===== config.mk =====
export PLATFORM = sky130hd
export DESIGN_NAME = ca_gen_scheduler_flat
export DESIGN_NICKNAME = d
export VERILOG_FILES = /design/src/rtl/ca_pkg.sv /design/src/rtl/ca_gen_scheduler_if.sv /design/src/rtl/ca_next_row.sv /design/src/rtl/ca_gen_scheduler.sv /design/src/flat_wrapper.sv
export SDC_FILE = /design/constraint.sdc
export NUM_CORES = 1
export LEC_CHECK = 0
export CAP_MARGIN = 25
export CORE_AREA = 2 2 97 99
export CTS_CLUSTER_DIAMETER = 50
export DETAILED_ROUTE_END_ITERATION = 8
export DIE_AREA = 0 0 99 101
export GPL_ROUTABILITY_DRIVEN = 0
export GPL_TIMING_DRIVEN = 1
export HOLD_SLACK_MARGIN = 0.12
export PLACE_DENSITY = 0.73
export SYNTH_ARGS = -nofsm -noshare
export SYNTH_HDL_FRONTEND = slang
export SYNTH_SLANG_ARGS = --single-unit

===== constraint.sdc =====
create_clock -name clk -period 6.6 [get_ports clk]
set_input_delay 1.32 -clock clk [delete_from_list [all_inputs] [get_ports clk]]
set_output_delay 1.32 -clock clk [all_outputs]
set_load 0.05 [all_outputs]

===== src/rtl/ca_pkg.sv =====
// Shared types and constants for the 8x8 cellular-automaton board scheduler.
package ca_pkg;

    localparam int unsigned ROW_W     = 8;
    localparam int unsigned NROWS     = 8;
    localparam int unsigned ROW_IDX_W = 3;
    localparam int unsigned BOARD_W   = ROW_W * NROWS;

    localparam logic GRANT_GEN  = 1'b0;
    localparam logic GRANT_HOST = 1'b1;

    typedef enum logic [2:0] {
        ST_IDLE  = 3'd0,
        ST_CALC  = 3'd1,
        ST_DONE  = 3'd2,
        ST_HWR   = 3'd3,
        ST_CLEAR = 3'd4,
        ST_SEED  = 3'd5
    } ca_state_e;

    // One board write-port transaction
    typedef struct packed {
        logic                 en;
        logic [ROW_IDX_W-1:0] row;
        logic [ROW_W-1:0]     val;
    } ca_wr_t;

    // Extract row r from the flattened board (row r = bits 8r+7:8r)
    function automatic logic [ROW_W-1:0] board_row(input logic [BOARD_W-1:0]   b,
                                                   input logic [ROW_IDX_W-1:0] r);
        return b[r*ROW_W +: ROW_W];
    endfunction

endpackage


===== src/rtl/ca_gen_scheduler_if.sv =====
// Host row-loader handshake and board write-port bundles for the CA scheduler.
interface ca_host_if;
    import ca_pkg::*;

    logic                 host_req;
    logic [ROW_IDX_W-1:0] host_row;
    logic [ROW_W-1:0]     host_data;
    logic                 host_ack;

    modport master (output host_req, host_row, host_data, input  host_ack);
    modport slave  (input  host_req, host_row, host_data, output host_ack);
endinterface

interface ca_board_if;
    import ca_pkg::*;

    logic                 load_r;
    logic [ROW_IDX_W-1:0] row_select;
    logic [ROW_W-1:0]     r_val;
    logic [BOARD_W-1:0]   board_in;

    modport master (output load_r, row_select, r_val, input  board_in);
    modport slave  (input  load_r, row_select, r_val, output board_in);
endinterface


===== src/rtl/ca_next_row.sv =====
// Combinational elementary-CA step: one 8-bit row plus a Wolfram rule gives the next row.
module ca_next_row
    import ca_pkg::*;
#(
    parameter bit WRAP = 1'b1
) (
    input  logic [ROW_W-1:0] row,
    input  logic [ROW_W-1:0] rule,
    output logic [ROW_W-1:0] nxt
);

    // Row padded with its out-of-row neighbours: ext[i+1] = row[i]
    logic [ROW_W+1:0] ext;
    logic             edge_hi;
    logic             edge_lo;

    assign edge_hi = WRAP ? row[0]       : 1'b0;
    assign edge_lo = WRAP ? row[ROW_W-1] : 1'b0;
    assign ext     = {edge_hi, row, edge_lo};

    // Neighbourhood {left, centre, right} indexes the rule byte
    always_comb begin
        nxt = '0;
        for (int i = 0; i < ROW_W; i++) begin
            nxt[i] = rule[ext[i +: 3]];
        end
    end

endmodule


===== src/rtl/ca_gen_scheduler.sv =====
// Generation sequencer and single write-port arbiter for the 8x8 CA board.
module ca_gen_scheduler
    import ca_pkg::*;
#(
    parameter int unsigned GEN_W = 16,
    parameter bit          WRAP  = 1'b1
) (
    input  logic                 clk,
    input  logic                 reset_n,
    input  logic                 tick,
    input  logic                 run,
    input  logic                 step,
    ca_host_if.slave             host,
    input  logic                 rule_ld,
    input  logic [ROW_W-1:0]     rule_in,
    input  logic                 clr,
    input  logic [ROW_W-1:0]     seed_val,
    ca_board_if.master           board,
    output logic [ROW_W-1:0]     cur_rule,
    output logic [ROW_IDX_W-1:0] head,
    output logic [GEN_W-1:0]     gen_count,
    output logic                 busy
);

    ca_state_e            state, state_nxt;
    ca_wr_t               wr, wr_nxt;
    logic                 ack, ack_nxt;
    logic [ROW_W-1:0]     rule_nxt;
    logic [ROW_IDX_W-1:0] head_nxt;
    logic [GEN_W-1:0]     gen_count_nxt;
    logic                 busy_nxt;
    logic                 gen_pend, gen_pend_nxt;
    logic                 clr_pend, clr_pend_nxt;
    logic                 last_grant, last_grant_nxt;
    logic [ROW_IDX_W-1:0] clr_row, clr_row_nxt;

    logic                 gen_req_c;
    logic                 clr_req_c;
    logic [ROW_W-1:0]     cur_row_c;
    logic [ROW_W-1:0]     calc_row_c;

    assign board.load_r     = wr.en;
    assign board.row_select = wr.row;
    assign board.r_val      = wr.val;
    assign host.host_ack    = ack;

    // Requests arriving this cycle count alongside the latched ones
    assign gen_req_c = gen_pend | step | (tick & run);
    assign clr_req_c = clr_pend | clr;
    assign cur_row_c = board_row(board.board_in, head);

    ca_next_row #(.WRAP(WRAP)) u_next_row (
        .row  (cur_row_c),
        .rule (cur_rule),
        .nxt  (calc_row_c)
    );

    // Next-state, write-port and bookkeeping decode
    always_comb begin
        state_nxt      = state;
        wr_nxt         = wr;
        wr_nxt.en      = 1'b0;
        ack_nxt        = 1'b0;
        rule_nxt       = rule_ld ? rule_in : cur_rule;
        head_nxt       = head;
        gen_count_nxt  = gen_count;
        gen_pend_nxt   = gen_req_c;
        clr_pend_nxt   = clr_req_c;
        last_grant_nxt = last_grant;
        clr_row_nxt    = clr_row;

        unique case (state)
            ST_IDLE: begin
                if (clr_req_c) begin
                    state_nxt    = ST_CLEAR;
                    clr_pend_nxt = 1'b0;
                    clr_row_nxt  = '0;
                    wr_nxt.en    = 1'b1;
                    wr_nxt.row   = '0;
                    wr_nxt.val   = '0;
                end else if (gen_req_c && (!host.host_req || last_grant == GRANT_HOST)) begin
                    state_nxt      = ST_CALC;
                    gen_pend_nxt   = 1'b0;
                    last_grant_nxt = GRANT_GEN;
                end else if (host.host_req) begin
                    state_nxt      = ST_HWR;
                    wr_nxt.en      = 1'b1;
                    wr_nxt.row     = host.host_row;
                    wr_nxt.val     = host.host_data;
                    ack_nxt        = 1'b1;
                    last_grant_nxt = GRANT_HOST;
                end
            end

            ST_CALC: begin
                state_nxt  = ST_DONE;
                wr_nxt.en  = 1'b1;
                wr_nxt.row = head + ROW_IDX_W'(1);
                wr_nxt.val = calc_row_c;
            end

            ST_DONE: begin
                state_nxt     = ST_IDLE;
                head_nxt      = head + ROW_IDX_W'(1);
                gen_count_nxt = gen_count + GEN_W'(1);
            end

            ST_HWR: begin
                state_nxt = ST_IDLE;
            end

            // clr_row is the row whose zero write is on the port this cycle
            ST_CLEAR: begin
                wr_nxt.en = 1'b1;
                if (clr_row == ROW_IDX_W'(NROWS - 1)) begin
                    state_nxt  = ST_SEED;
                    wr_nxt.row = '0;
                    wr_nxt.val = seed_val;
                end else begin
                    clr_row_nxt = clr_row + ROW_IDX_W'(1);
                    wr_nxt.row  = clr_row + ROW_IDX_W'(1);
                    wr_nxt.val  = '0;
                end
            end

            ST_SEED: begin
                state_nxt     = ST_IDLE;
                head_nxt      = '0;
                gen_count_nxt = '0;
                gen_pend_nxt  = 1'b0;
            end

            default: begin
                state_nxt = ST_IDLE;
            end
        endcase

        busy_nxt = (state_nxt != ST_IDLE);
    end

    // State and registered outputs
    always_ff @(posedge clk or negedge reset_n) begin
        if (!reset_n) begin
            state      <= ST_IDLE;
            wr         <= '0;
            ack        <= 1'b0;
            cur_rule   <= '0;
            head       <= '0;
            gen_count  <= '0;
            busy       <= 1'b0;
            gen_pend   <= 1'b0;
            clr_pend   <= 1'b0;
            last_grant <= GRANT_GEN;
            clr_row    <= '0;
        end else begin
            state      <= state_nxt;
            wr         <= wr_nxt;
            ack        <= ack_nxt;
            cur_rule   <= rule_nxt;
            head       <= head_nxt;
            gen_count  <= gen_count_nxt;
            busy       <= busy_nxt;
            gen_pend   <= gen_pend_nxt;
            clr_pend   <= clr_pend_nxt;
            last_grant <= last_grant_nxt;
            clr_row    <= clr_row_nxt;
        end
    end

endmodule


===== src/flat_wrapper.sv =====
// flat-port wrapper written by rule: the top's interface ports become plain ports
module ca_gen_scheduler_flat import ca_pkg::*;
#(
    parameter int unsigned GEN_W = 16,
    parameter bit          WRAP  = 1'b1
)
  (clk, reset_n, tick, run, step, rule_ld, rule_in, clr, seed_val, cur_rule, head, gen_count, busy, host_host_req, host_host_row, host_host_data, host_host_ack, board_load_r, board_row_select, board_r_val, board_board_in);
  ca_host_if host_i ();
  ca_board_if board_i ();
  input  logic clk;
  input  logic reset_n;
  input  logic tick;
  input  logic run;
  input  logic step;
  input  logic rule_ld;
  input  logic [ROW_W-1:0] rule_in;
  input  logic clr;
  input  logic [ROW_W-1:0] seed_val;
  output logic [ROW_W-1:0] cur_rule;
  output logic [ROW_IDX_W-1:0] head;
  output logic [GEN_W-1:0] gen_count;
  output logic busy;
  input wire logic [$bits(host_i.host_req)-1:0] host_host_req;
  input wire logic [$bits(host_i.host_row)-1:0] host_host_row;
  input wire logic [$bits(host_i.host_data)-1:0] host_host_data;
  output wire logic [$bits(host_i.host_ack)-1:0] host_host_ack;
  output wire logic [$bits(board_i.load_r)-1:0] board_load_r;
  output wire logic [$bits(board_i.row_select)-1:0] board_row_select;
  output wire logic [$bits(board_i.r_val)-1:0] board_r_val;
  input wire logic [$bits(board_i.board_in)-1:0] board_board_in;
  assign host_i.host_req = host_host_req;
  assign host_i.host_row = host_host_row;
  assign host_i.host_data = host_host_data;
  assign host_host_ack = host_i.host_ack;
  assign board_load_r = board_i.load_r;
  assign board_row_select = board_i.row_select;
  assign board_r_val = board_i.r_val;
  assign board_i.board_in = board_board_in;
  ca_gen_scheduler #(.GEN_W(GEN_W), .WRAP(WRAP)) u_core (.clk(clk), .reset_n(reset_n), .tick(tick), .run(run), .step(step), .host(host_i), .rule_ld(rule_ld), .rule_in(rule_in), .clr(clr), .seed_val(seed_val), .board(board_i), .cur_rule(cur_rule), .head(head), .gen_count(gen_count), .busy(busy));
endmodule

==> impl_metrics.yaml <==
outcome:
  status: "finished, final reports clean"
global_route:
  grt_overflow: 0
  grt_max_degree: 51
  grt_pass1_vias: 3285
  grt_pass1_wl_mm: 16.2
  gr-usage-all-layers_pct: 20.2
  antenna_found_initial: 0
route:
  dr.pass1.iters: 4
  routedWlPerCell_um: 17.4
  vias: 3323
  drt-vias-per-instance: 5.74
  drc: 0
  wl_mm: 10.1
  ant_nets: 0
  drt-initial-drc-count: 147
floorplanning:
  die_w_um: 99
  pin_count: 140
  die_height_um: 101
  dieArea_um2: 10000
  initial_core_util_pct: 38.2
  coreArea_um2: 8980
  row_count: 35
power_and_ir_drop:
  p_per_area_nw_per_um2: 284
  ir_drop_mv: 0.109
  power_w: 0.00141
  p_leak_nw: 2.00
layout:
  layout_commonest_cell: "clkdlybuf4s50_1"
  area.growth.synth_to_final_pct: 44.5
  fin_nets: 570
  num-fill-cells: 804
  final_cell_count_no_fill: 579
  register_area_um2: 1250
  layout_common_cells: "clkdlybuf4s50_1 (138), dfrtp_1 (50), nand2_1 (39)"
  multiInputGateArea_um2: 2030
  drive_gt1_share_pct: 9.62
  antenna_cells: 0
timing:
  tns_ns: 0
  max_freq_mhz: 279
  setup_viol: 0
  rsz0062_at_grt: "no"
  hold_viol: 0
  finalCritPeriodShare_pct: 54.3
  period_needed_ns: 3.58
  final_max_slew_viol_count: 0
  max_slew_margin_pct: 40.4
  fin_ws_ns: 3.02
  clock_skew_ns: 0.0156
  worst_pin_slew_ns: 0.886
min_path:
  min_to: "u_core.gen_count[15]"
  min_from: "u_core.gen_count[15]"
  hp-class: "flop to flop"
  hold-path-cell-count: 1
synth:
  synthFlopType: "dfrtp_1"
  yosysSeqAreaShare_pct: 36.4
  synth_seq_cells: 50
  synth_area_um2: 3430
  syn_nets: 444
  synth_async_sr_flop_share_pct: 100
  synth.distinct_cells: 57
  synth_edf_count: 0
  yosys_warnings: 0
  synthCells: 341
  avgSynthCellArea_um2: 10.1
cts:
  cts_tree: "built"
  cts_root_buf: "clkbuf_8"
  cts_setup_buffers: 0
  path_clk_slew_ns: 0.10
  clk_path_buf_depth: 2
  cts_max_level: 2
  cts_resized: 0
  hold_buffers: 0
  cts_buffers: 5
  clkLatencyLatePin_ns: 0.32
  cts.sinks: 50
setup_path:
  start_kind: "input pin"
  r2r-end: "u_core.board.r_val[4]"
  critPathMostFrequentCell: "mux4_2"
  r2r_cells: 5
  end_kind: "flop"
  path_cells: "clkdlybuf4s50_1 > mux4_2 > mux2i_1 > mux4_2 > a2111oi_2 > o21ai_1"
  cp.arrival_ns: 3.78
  required_ns: 6.80
  cpPeakStageDelay_ns: 0.69
  crit_type: "input pin to flop"
  cpMaxStageDelayCell: "mux2i_1"
  rrSetupSlack_ns: 3.62
  cp_max_fo: 11
  r2r-start: "u_core.head[1]"
placement:
  dp.cells: 571
  dpl.hpwl_mm: 7.67
  post-place-ws_ns: 2.71
  io_buffer_count: 139
flow_run:
  drv_cap: 0
## registers in the layout, summed over array words and instances (netlist names)
signal / cells
u_core.busy: 1
u_core.gen_count: 16
u_core.clr_row: 3
u_core.head: 3
u_core.gen_pend: 1
u_core.board.r_val: 8
u_core.last_grant: 1
u_core.board.load_r: 1
u_core.host.host_ack: 1
u_core.state: 3
u_core.cur_rule: 8
u_core.clr_pend: 1
u_core.board.row_select: 3
## routing by layer
| layer | up-vias | GRT usage [%] | wire length (um) |
|---|---|---|---|
| met5 | - | 0 | 0 |
| met4 | 0 | 7.17 | 210 |
| met3 | 14 | 4.09 | 565 |
| met2 | 122 | 35.7 | 5260 |
| met1 | 1621 | 24.6 | 4050 |
| li1 | 1566 | - | - |
## cell families after synthesis
kind of cell	count (synthesis)	share of synthesized area [%]
AOI/OAI and AO/OA	105	21.1
and+or+nand+nor	101	14.2
muxes	50	22.0
DFF	50	36.4
buffers and inverters	30	4.56
adders and majority gates	4	1.46
xor gates and xnor gates	1	0.255
## stage by stage
step	util [%]	hold WS, ns	instance area (um^2)
2_1_floorplan	-	0.459	3430
3_3_place_gp	54.1	0.466	4860
3_5_place_dp	54.1	0.473	4860
4_1_cts	55.3	0.487	4960
5_1_grt	55.3	0.504	4960
6_report	55.3	0.478	4960
## synth_stat cells (all sizes together), types with 9 or more instances
cell type   n  area share, %
mux4       16             11
a21oi      15            2.2
a31oi       9            1.6
mux2        9            3.0
nor2       17            1.9
dfrtp      50             36
nand2      39            4.3
buf        13            2.7
mux2i      25            8.1
clkbuf     10            1.1
o21ai      34            5.0
## worst max-delay path by stage
stage,startpoint,end,slack [ns]
after detailed placement,board_board_in[51],u_core.board.r_val[4],2.71
after global routing,board_board_in[59],u_core.board.r_val[4],2.90
final,board_board_in[51],u_core.board.r_val[4],3.02
after CTS,board_board_in[51],u_core.board.r_val[4],3.03
after floorplan,board_board_in[60],u_core.board.r_val[4],3.56
after global placement,board_board_in[51],u_core.board.r_val[4],2.78
## worst max-delay path, delay by kind of cell
kind | cells | cell delay [ns]
AO/OA/AOI/OAI | 2 | 0.48
buffers and inverters | 1 | 0.41
multiplexers | 3 | 1.57
## final cells by class
cell class	instances	share of cell area, %
clock buffers	7	1.94
clock inverters	1	0.177
inverters	7	0.530
multi-input cells	261	40.9
flip-flops and latches	50	25.2
well taps	111	2.80
repair buffers	142	28.4
## power by group
group / switching [W] / internal, W
registers: 0.0000661 / 0.000364
logic: 0.000425 / 0.000349
clock network: 0.000109 / 0.0000963
total: 0.000600 / 0.000809
No activity file was read; power rests on OpenSTA's default activity.
